$ cat src/rtl/display_scan_if.sv
// display_scan_if: groups the BCD load port and the scanned display outputs
// of display_scan. The slave modport is the scanner side; the master modport
// is the producer/consumer side (measurement counter and segment decoder).
interface display_scan_if #(
  parameter int DIGITS = 8
);
  logic [4*DIGITS-1:0] bcd;
  logic                load;
  logic [3:0]          hex;
  logic [DIGITS-1:0]   digit_sel;
  logic                blank;
  logic [2:0]          digit_idx;

  modport master (
    output bcd, load,
    input  hex, digit_sel, blank, digit_idx
  );

  modport slave (
    input  bcd, load,
    output hex, digit_sel, blank, digit_idx
  );
endinterface

$ cat src/rtl/display_scan.sv
// display_scan: time-multiplexed 7-segment digit scanner.
// Latches packed BCD into a shadow register on load, walks the digits at one
// slot per PRESCALE cycles, and presents one nibble plus an active-low digit
// select per slot, with an all-off window of DEAD cycles at each slot start.
// Optional leading-zero blanking is built when DISPLAY_SCAN_LZB_EN is defined;
// otherwise blank is tied low and no blanking logic exists.
module display_scan #(
  parameter int DIGITS   = 8,
  parameter int PRESCALE = 1000,
  parameter int DEAD     = 2
) (
  input logic         clk,
  input logic         rst_n,
  display_scan_if.slave bus
);

  localparam int              PW       = (PRESCALE > 1) ? $clog2(PRESCALE) : 1;
  localparam logic [PW-1:0]   PC_LAST  = PW'(PRESCALE - 1);
  localparam logic [PW-1:0]   DEAD_C   = PW'(DEAD);
  localparam logic [2:0]      IDX_LAST = 3'(DIGITS - 1);

  logic [4*DIGITS-1:0] shadow_reg;
  logic [PW-1:0]       pc_reg;
  logic [PW-1:0]       pc_next;
  logic [2:0]          idx_reg;
  logic [2:0]          idx_next;
  logic [3:0]          hex_reg;
  logic [DIGITS-1:0]   sel_reg;
  logic [DIGITS-1:0]   sel_next;
  logic                boundary;

  // Shadow nibbles padded out to the full 3-bit index range so any idx value
  // selects a defined nibble without width juggling.
  logic [3:0] nib [8];

  genvar gi;
  generate
    for (gi = 0; gi < 8; gi++) begin : g_nib
      if (gi < DIGITS) begin : g_real
        assign nib[gi] = shadow_reg[4*gi +: 4];
      end else begin : g_pad
        assign nib[gi] = 4'h0;
      end
    end
  endgenerate

  // Next prescaler / index values; the slot boundary is the edge leaving pc=PRESCALE-1.
  always_comb begin
    boundary = (pc_reg == PC_LAST);
    pc_next  = boundary ? '0 : pc_reg + PW'(1);
    idx_next = idx_reg;
    if (boundary) begin
      idx_next = (idx_reg == IDX_LAST) ? 3'd0 : idx_reg + 3'd1;
    end
    // Select is computed for the state being entered so the registered output
    // lines up with pc: all off during the dead window, then one digit low.
    if (pc_next < DEAD_C) begin
      sel_next = '1;
    end else begin
      sel_next = ~(DIGITS'(1) << idx_next);
    end
  end

  // Shadow register: only changes on a load strobe.
  always_ff @(posedge clk or negedge rst_n) begin
    if (!rst_n) begin
      shadow_reg <= '0;
    end else if (bus.load) begin
      shadow_reg <= bus.bcd;
    end
  end

  // Prescaler, digit index, select and nibble; the nibble is sampled from the
  // pre-load shadow at the boundary so a same-edge load waits one slot.
  always_ff @(posedge clk or negedge rst_n) begin
    if (!rst_n) begin
      pc_reg  <= '0;
      idx_reg <= 3'd0;
      sel_reg <= '1;
      hex_reg <= 4'h0;
    end else begin
      pc_reg  <= pc_next;
      idx_reg <= idx_next;
      sel_reg <= sel_next;
      if (boundary) begin
        hex_reg <= nib[idx_next];
      end
    end
  end

`ifdef DISPLAY_SCAN_LZB_EN
  // zero_above[i] is high when nibbles i..DIGITS-1 are all zero.
  logic [DIGITS:0] zero_above;
  logic [7:0]      blank_vec;
  logic            blank_reg;

  assign zero_above[DIGITS] = 1'b1;
  generate
    for (gi = 0; gi < 8; gi++) begin : g_lzb
      if (gi >= DIGITS) begin : g_pad
        assign blank_vec[gi] = 1'b0;
      end else if (gi == 0) begin : g_d0
        assign zero_above[gi] = (nib[gi] == 4'h0) && zero_above[gi+1];
        assign blank_vec[gi]  = 1'b0;
      end else begin : g_dn
        assign zero_above[gi] = (nib[gi] == 4'h0) && zero_above[gi+1];
        assign blank_vec[gi]  = zero_above[gi];
      end
    end
  endgenerate

  // Blank flag follows the same boundary timing as the nibble.
  always_ff @(posedge clk or negedge rst_n) begin
    if (!rst_n) begin
      blank_reg <= 1'b0;
    end else if (boundary) begin
      blank_reg <= blank_vec[idx_next];
    end
  end

  assign bus.blank = blank_reg;
`else
  assign bus.blank = 1'b0;
`endif

  assign bus.hex       = hex_reg;
  assign bus.digit_sel = sel_reg;
  assign bus.digit_idx = idx_reg;

endmodule

$ cat src/flat_wrapper.sv
// flat-port wrapper written by rule: the top's interface ports become plain ports
module display_scan_flat 
#(
  parameter int DIGITS   = 8,
  parameter int PRESCALE = 1000,
  parameter int DEAD     = 2
)
  (clk, rst_n, bus_bcd, bus_load, bus_hex, bus_digit_sel, bus_blank, bus_digit_idx);
  display_scan_if #(.DIGITS(DIGITS)) bus_i ();
  input logic clk;
  input logic rst_n;
  input wire logic [$bits(bus_i.bcd)-1:0] bus_bcd;
  input wire logic [$bits(bus_i.load)-1:0] bus_load;
  output wire logic [$bits(bus_i.hex)-1:0] bus_hex;
  output wire logic [$bits(bus_i.digit_sel)-1:0] bus_digit_sel;
  output wire logic [$bits(bus_i.blank)-1:0] bus_blank;
  output wire logic [$bits(bus_i.digit_idx)-1:0] bus_digit_idx;
  assign bus_i.bcd = bus_bcd;
  assign bus_i.load = bus_load;
  assign bus_hex = bus_i.hex;
  assign bus_digit_sel = bus_i.digit_sel;
  assign bus_blank = bus_i.blank;
  assign bus_digit_idx = bus_i.digit_idx;
  display_scan #(.DIGITS(DIGITS), .PRESCALE(PRESCALE), .DEAD(DEAD)) u_core (.clk(clk), .rst_n(rst_n), .bus(bus_i));
endmodule
$ cat config.mk
export PLATFORM = sky130hd
export DESIGN_NAME = display_scan_flat
export DESIGN_NICKNAME = d
export VERILOG_FILES = /design/src/rtl/display_scan_if.sv /design/src/rtl/display_scan.sv /design/src/flat_wrapper.sv
export SDC_FILE = /design/constraint.sdc
export NUM_CORES = 1
export LEC_CHECK = 0
export ABC_CLOCK_PERIOD_IN_PS = 4300
export CELL_PAD_IN_SITES_DETAIL_PLACEMENT = 1
export CELL_PAD_IN_SITES_GLOBAL_PLACEMENT = 2
export CORE_MARGIN = 1.5
export CORE_UTILIZATION = 37
export DETAILED_ROUTE_END_ITERATION = 8
export PLACE_DENSITY = 0.92
export SLEW_MARGIN = 30
export SYNTH_ARGS = -nofsm -noshare
export SYNTH_HDL_FRONTEND = slang
export SYNTH_SLANG_ARGS = --single-unit
$ cat constraint.sdc
create_clock -name clk -period 4.3 [get_ports clk]
set_input_delay 0.43 -clock clk [delete_from_list [all_inputs] [get_ports clk]]
set_output_delay 0.43 -clock clk [all_outputs]
set_load 0.02 [all_outputs]
==> metrics, run 1 <==
routed length per instance 18.2 um; CTS tree built; Detail Placement HPWL 5070 um; antenna-violating nets left 0; Synth-to-Final Area Change 28.4%; Die W 90.6 um; Synth Instances 243; Die Ht 90.6 um; Multi-input gate area 0.00130 mm2; Hold Fails Final Rpt 0; max frequency 0.364 GHz; startpoint types flop; CP arrival 3.00 ns; # Post-CTS Setup Buffers 0; post-synthesis sequential area ratio 0.506; crit end category flop; CTS H-Tree Depth 3; vias in the first global route 2339; Max Root-Sink Buffers 2; final WL 7190 um; crit-path max FO 21; full die area 0.00820 mm2; clock latency on the worst-skew pair 0.33 ns; Reg clk slew, reported paths 0.07 ns; ys flop type dfrtp_1; ant diodes 0; Mapped Nets 281; Inserted Clock Buffers 9; Worst-Margin Slew 0.741 ns; Crit Path Class flop to flop; Max-Cap Viols 0; Max IR drop VDD 0.189 mV; largest net degree at the start of global routing 33; Req. time, crit path 4.55 ns; vias per cell 5.41; initial antenna violation count 0; Yosys warning count 0; Final period util 0.639; CTS resizes 0; Power Dens Cells 368 mW/mm2; Final setup viols 0; DRC viols 0; via count 2136; core region area 0.00733 mm2; length in cells of the worst reg-to-reg path 7; Final Power 1.34 mW; max reg flops 32; post-synth top area share 0.432; global route total overflow 0; Tot GR Track Use 0.189; unrepaired setup endpoints after global routing no; Post-layout nets 329; Unique masters post-synth 50; 1st-iter DRT viols 99; mean post-synth cell area 11.7 um2; Seq cells post-synth 57; status completed; Filler Cells Inserted 777; IO Pins 51; Post-synth EDFFs 0; FF+latch area 0.00144 mm2; # rows 31; worst flop-to-flop path endpoint u_core.bus.hex[3]; I/O Buffers 49; fraction of layout cells with a size suffix above 1 0.230; setup_tns 0 ns; wire length of the first global-routing pass 11800 um; leading area contributor after synthesis dfrtp_1; top cells by area, synth dfrtp_1 43%, mux2_2 13%, dfstp_2 7.4%; Worst Hold Class input port to asynchronous set/reset pin; fin. max-slew vios 0; Starting Density 0.387; min Tclk post-route 2.75 ns; Worst Skew 0.00980 ns; Slew Limit Headroom 0.506; CTS sink count 57; Reg2Reg Setup Slack 1.55 ns; routability congestion estimate 0.812; Cell Area, Synth 0.00284 mm2; drt first pass iters 4; cts hold-fix bufs 0; asr flop ratio synth 1.00; reg2reg start u_core.bus.digit_idx[0]; CTS root buf clkbuf_8; LEAKAGE 1.42 nW
cell usage after synthesis, types with 3 or more instances:
library cell,count
nand3_1,5
dfstp_2,8
o21ai_0,3
a22oi_1,10
dfrtp_1,49
nand2b_1,5
clkbuf_1,5
o31ai_1,4
inv_1,4
ha_1,3
a21oi_1,6
a22o_1,4
xnor2_1,3
mux2i_1,9
o21ai_1,8
a21boi_0,4
nor3_1,7
nor2_1,24
mux2_2,32
o221ai_1,4
buf_4,3
xor2_1,3
buf_1,3
nand2_1,6
worst max-delay path: stages, from the launching register on:
cell,delay [ns]
dfrtp_1,0.66
ha_1,0.35
ha_1,0.31
nor2_1,0.61
a22oi_1,0.14
o221ai_1,0.33
mux2i_1,0.12
a21oi_1,0.14
stage by stage:
step / area [um2] / std cells / hold slack (ns) / utilization / worst slack, ns
after global routing: 3640 / 395 / 0.137 / 0.497 / 1.28
after CTS: 3640 / 395 / 0.111 / 0.497 / 1.59
after global placement: 3380 / 379 / 0.470 / 0.462 / 1.74
after floorplan: 2840 / 243 / 0.134 / - / 2.31
final: 3640 / 395 / 0.0930 / 0.497 / 1.55
after detailed placement: 3380 / 379 / 0.471 / 0.462 / 1.62
routing by layer:
metal / wire [um] / vias up / global-route usage
met5: 0 / - / 0
met4: 176 / 0 / 0.0807
met3: 240 / 16 / 0.0379
met2: 3850 / 47 / 0.340
met1: 2930 / 1092 / 0.215
li1: - / 981 / -
kinds of logic after synthesis:
kind of cell	share of synthesized area
XOR/XNOR	0.0185
AND/OR/NAND/NOR	0.118
AO/OA/AOI/OAI	0.141
adder cells (fa/ha/maj)	0.0132
flip-flops	0.506
multiplexers	0.167
buffers and inverters	0.0353
other	0.00132
layout by cell type (no fill, tap or decap), types with 2 or more instances in the layout:
cell type	n
nor3_1	7
nand2b_1	5
a22o_1	4
buf_4	3
inv_1	4
dfrtp_1	49
mux2i_1	9
a21boi_0	4
o221ai_1	4
ha_1	3
nor2_1	24
xor2_1	3
nand3_1	5
o31ai_1	4
nand3_4	2
nand2_1	6
xnor2_1	3
mux2_2	32
bufinv_16	4
clkdlybuf4s50_1	48
o21ai_1	8
clkbuf_8	9
a21oi_1	6
o21ai_0	3
o22a_1	2
clkinv_2	2
dfstp_2	8
and3_1	2
a22oi_1	10
worst max-delay path by stage:
stage	depth (start not counted)	slack [ns]	endpoint	start
5_1_grt	7	1.28	u_core.bus.hex[3]	u_core.bus.digit_idx[0]
2_1_floorplan	8	2.31	u_core.bus.digit_sel[5]	u_core.bus.digit_idx[1]
3_3_place_gp	7	1.74	u_core.bus.hex[1]	u_core.bus.digit_idx[0]
3_5_place_dp	7	1.62	u_core.bus.hex[3]	u_core.bus.digit_idx[0]
4_1_cts	7	1.59	u_core.bus.hex[3]	u_core.bus.digit_idx[0]
6_report	7	1.55	u_core.bus.hex[3]	u_core.bus.digit_idx[0]
power breakdown:
| group | switching (mW) | internal [mW] |
|---|---|---|
| Clock | 0.218 | 0.442 |
| Combinational | 0.0336 | 0.0583 |
| Sequential | 0.0211 | 0.567 |
area by class of cell:
type                            instances  share of cell area
Multi-Input combinational cell        167               0.357
Sequential cell                        57               0.395
Inverter                                4             0.00412
Clock inverter                          6              0.0357
Tap cell                               99              0.0340
Clock buffer                           10              0.0351
Timing Repair Buffer                   52               0.140
Power figures use the tool's default switching activity.
==> run 2, diff against run 1 <==
Settings changed: ABC_CLOCK_PERIOD_IN_PS 4300 to 2500, CORE_UTILIZATION 37 to 31, PLACE_DENSITY 0.92 to 0.83.
Clock period 4.3 ns to 2.5 ns, I/O delays scaled along.
==> run 2 against run 1 <==
Against the previous run:
- sequential cell count did not move
- non-clock buffer count rose by 5
- critical path type unchanged
- critical endpoint is now u_core.bus.hex[1]
- first-iteration DRC count fell by 26%
- count of clock-buffer cells in the layout did not move
- largest cell class unchanged
- largest power group unchanged
- highest routed layer unchanged
==> metrics, run 2 (synthesis results as in run 1) <==
IO Pins 51 (unchanged); full die area 0.00973 mm2 (was 0.00820 mm2); CTS sink count 57 (unchanged); Slowest cell on crit path dfrtp_1 (unchanged); setup_tns 0 ns (unchanged); Final Non-Filler Cells 409 (was 395); final core occ 0.419 (was 0.497); crit end category flop (unchanged); Detail Placement HPWL 4890 um (was 5070 um); Worst-Margin Slew 0.645 ns (was 0.741 ns); post-route cell area 0.00369 mm2 (was 0.00364 mm2); Starting Density 0.322 (was 0.387); commonest cells after routing, fill and taps aside 49 x dfrtp_1, 48 x clkdlybuf4s50_1, 32 x mux2_2 (unchanged); CTS tree built (unchanged); Max IR drop VDD 0.356 mV (was 0.189 mV); placed cells 392 (was 379); antenna-violating nets left 0 (unchanged); Multi-input gate area 0.00130 mm2 (unchanged); LEAKAGE 1.45 nW (was 1.42 nW); Reg clk slew, reported paths 0.07 ns (about the same); min Tclk post-route 2.30 ns (was 2.75 ns); status completed (unchanged); clock latency on the worst-skew pair 0.34 ns (was 0.33 ns); core region area 0.00881 mm2 (was 0.00733 mm2); CTS root buf clkbuf_8 (unchanged); I/O Buffers 49 (unchanged); crit-path max FO 11 (was 21); Synth-to-Final Area Change 30.1% (was 28.4%); 1st-iter DRT viols 73 (was 99); startpoint types flop (unchanged); ant diodes 0 (unchanged); Worst Hold Class input port to asynchronous set/reset pin (unchanged); Crit Path Class flop to flop (unchanged); # rows 34 (was 31); global route total overflow 0 (unchanged); max reg flops 32 (unchanged); Filler Cells Inserted 941 (was 777); commonest non-fill, non-tap cell in the layout dfrtp_1 (unchanged); vias in the first global route 2277 (was 2339); Final period util 0.921 (was 0.639); CTS H-Tree Depth 3 (unchanged); Die Ht 98.7 um (was 90.6 um); unrepaired setup endpoints after global routing no (unchanged); drt first pass iters 6 (was 4); fraction of layout cells with a size suffix above 1 0.243 (was 0.230); largest net degree at the start of global routing 33 (unchanged); Hold Fails Final Rpt 0 (unchanged); Worst Skew 0.00710 ns (was 0.00980 ns); Post-layout nets 334 (was 329); FF+latch area 0.00144 mm2 (unchanged); final WL 6850 um (was 7190 um); Max-Cap Viols 0 (unchanged); initial antenna violation count 0 (unchanged); wire length of the first global-routing pass 11400 um (was 11800 um); Power Dens Cells 607 mW/mm2 (was 368 mW/mm2); vias per cell 5.20 (was 5.41); fin. max-slew vios 0 (unchanged); # Post-CTS Setup Buffers 0 (unchanged); CP arrival 2.52 ns (was 3.00 ns); Tot GR Track Use 0.152 (was 0.189); cell chain of the critical path ha_1, ha_1, nand2b_1, nor2_1, a22oi_1, nand2b_1, a21oi_1 (was ha_1, ha_1, nor2_1, a22oi_1, o221ai_1, mux2i_1, a21oi_1); max frequency 0.434 GHz (was 0.364 GHz); routability congestion estimate 0.809 (was 0.812); Final setup viols 0 (unchanged); DRC viols 0 (unchanged); via count 2127 (was 2136); DP Area 0.00344 mm2 (was 0.00338 mm2); Die W 98.7 um (was 90.6 um); crit-path max cell delay 0.45 ns (was 0.66 ns); routed length per instance 16.7 um (was 18.2 um); Inserted Clock Buffers 9 (unchanged); Max Root-Sink Buffers 2 (unchanged); Req. time, crit path 2.72 ns (was 4.55 ns); Slew Limit Headroom 0.570 (was 0.506)
-- run 2: cell types whose count changed in the layout (fill, tap and decap cells not counted) --
cell | previous run | this run
clkbuf_1 | 1 | 0
buf_4 | 3 | 6
buf_12 | 0 | 1
clkinv_2 | 2 | 3
dlygate4sd3_1 | 0 | 1
bufinv_16 | 4 | 3
clkbuf_8 | 9 | 10
-- run 2: worst paths after layout --
| kind | to | cells past startpoint | slack, ns | startpoint |
|---|---|---|---|---|
| max in group asynchronous | u_core.shadow_reg[4] | 3 | 1.44 | rst_n |
| worst min register to register | u_core.shadow_reg[24] | 1 | 0.51 | u_core.shadow_reg[24] |
| worst min-delay path | u_core.shadow_reg[27] | 2 | 0.46 | rst_n |
| worst max-delay path | u_core.bus.hex[1] | 7 | 0.20 | u_core.bus.digit_idx[1] |
| min in group clk | u_core.shadow_reg[24] | 1 | 0.51 | u_core.shadow_reg[24] |
| worst max register to register | u_core.bus.hex[1] | 7 | 0.20 | u_core.bus.digit_idx[1] |
-- run 2: power by group --
part | total, mW | leakage [nW] | switching (mW) | internal, mW
logic | 0.161 | 0.642 | 0.0575 | 0.103
clock network | 1.07 | 0.126 | 0.385 | 0.684
registers | 1.01 | 0.681 | 0.0337 | 0.975
total | 2.24 | 1.45 | 0.476 | 1.76
-- run 2: final cells by class --
type,instances,area share
Timing Repair Buffer,57,0.152
Inverter,4,0.00407
Tap cell,108,0.0366
Multi-Input combinational cell,167,0.352
Sequential cell,57,0.389
Clock inverter,6,0.0285
Clock buffer,10,0.0373
-- run 2: critical path: cells and delay by family, from the launching register on --
family	cells	cell delay, ns
adder cells (fa/ha/maj)	2	0.59
AO/OA/AOI/OAI	2	0.51
flip-flops	1	0.45
AND/OR/NAND/NOR	3	0.64
-- run 2: what timing repair did --
item | 4_1_cts | 5_1_grt
hold buffers | 1 | 0
resized for setup | 0 | 0
endpoints found under the setup margin | 0 | 0
endpoints found under the hold margin | 18 | 0
-- run 2: metal layers --
metal | global-route usage | vias up | part of all wire
li1 | - | 997 | -
met1 | 0.193 | 1071 | 0.47
met2 | 0.249 | 49 | 0.48
met3 | 0.0390 | 10 | 0.036
met4 | 0.0615 | 0 | 0.015
met5 | 0 | - | 0
-- run 2: metrics by stage --
step | setup slack, ns | hold slack (ns) | power, mW
finish | 0.197 | 0.463 | 2.24
global route | 0.0364 | 0.511 | 2.33
CTS | 0.185 | 0.465 | 2.27
detailed placement | 0.259 | 0.311 | 1.19
global placement | 0.379 | 0.301 | 1.18
floorplan | 0.513 | -0.0456 | 1.09
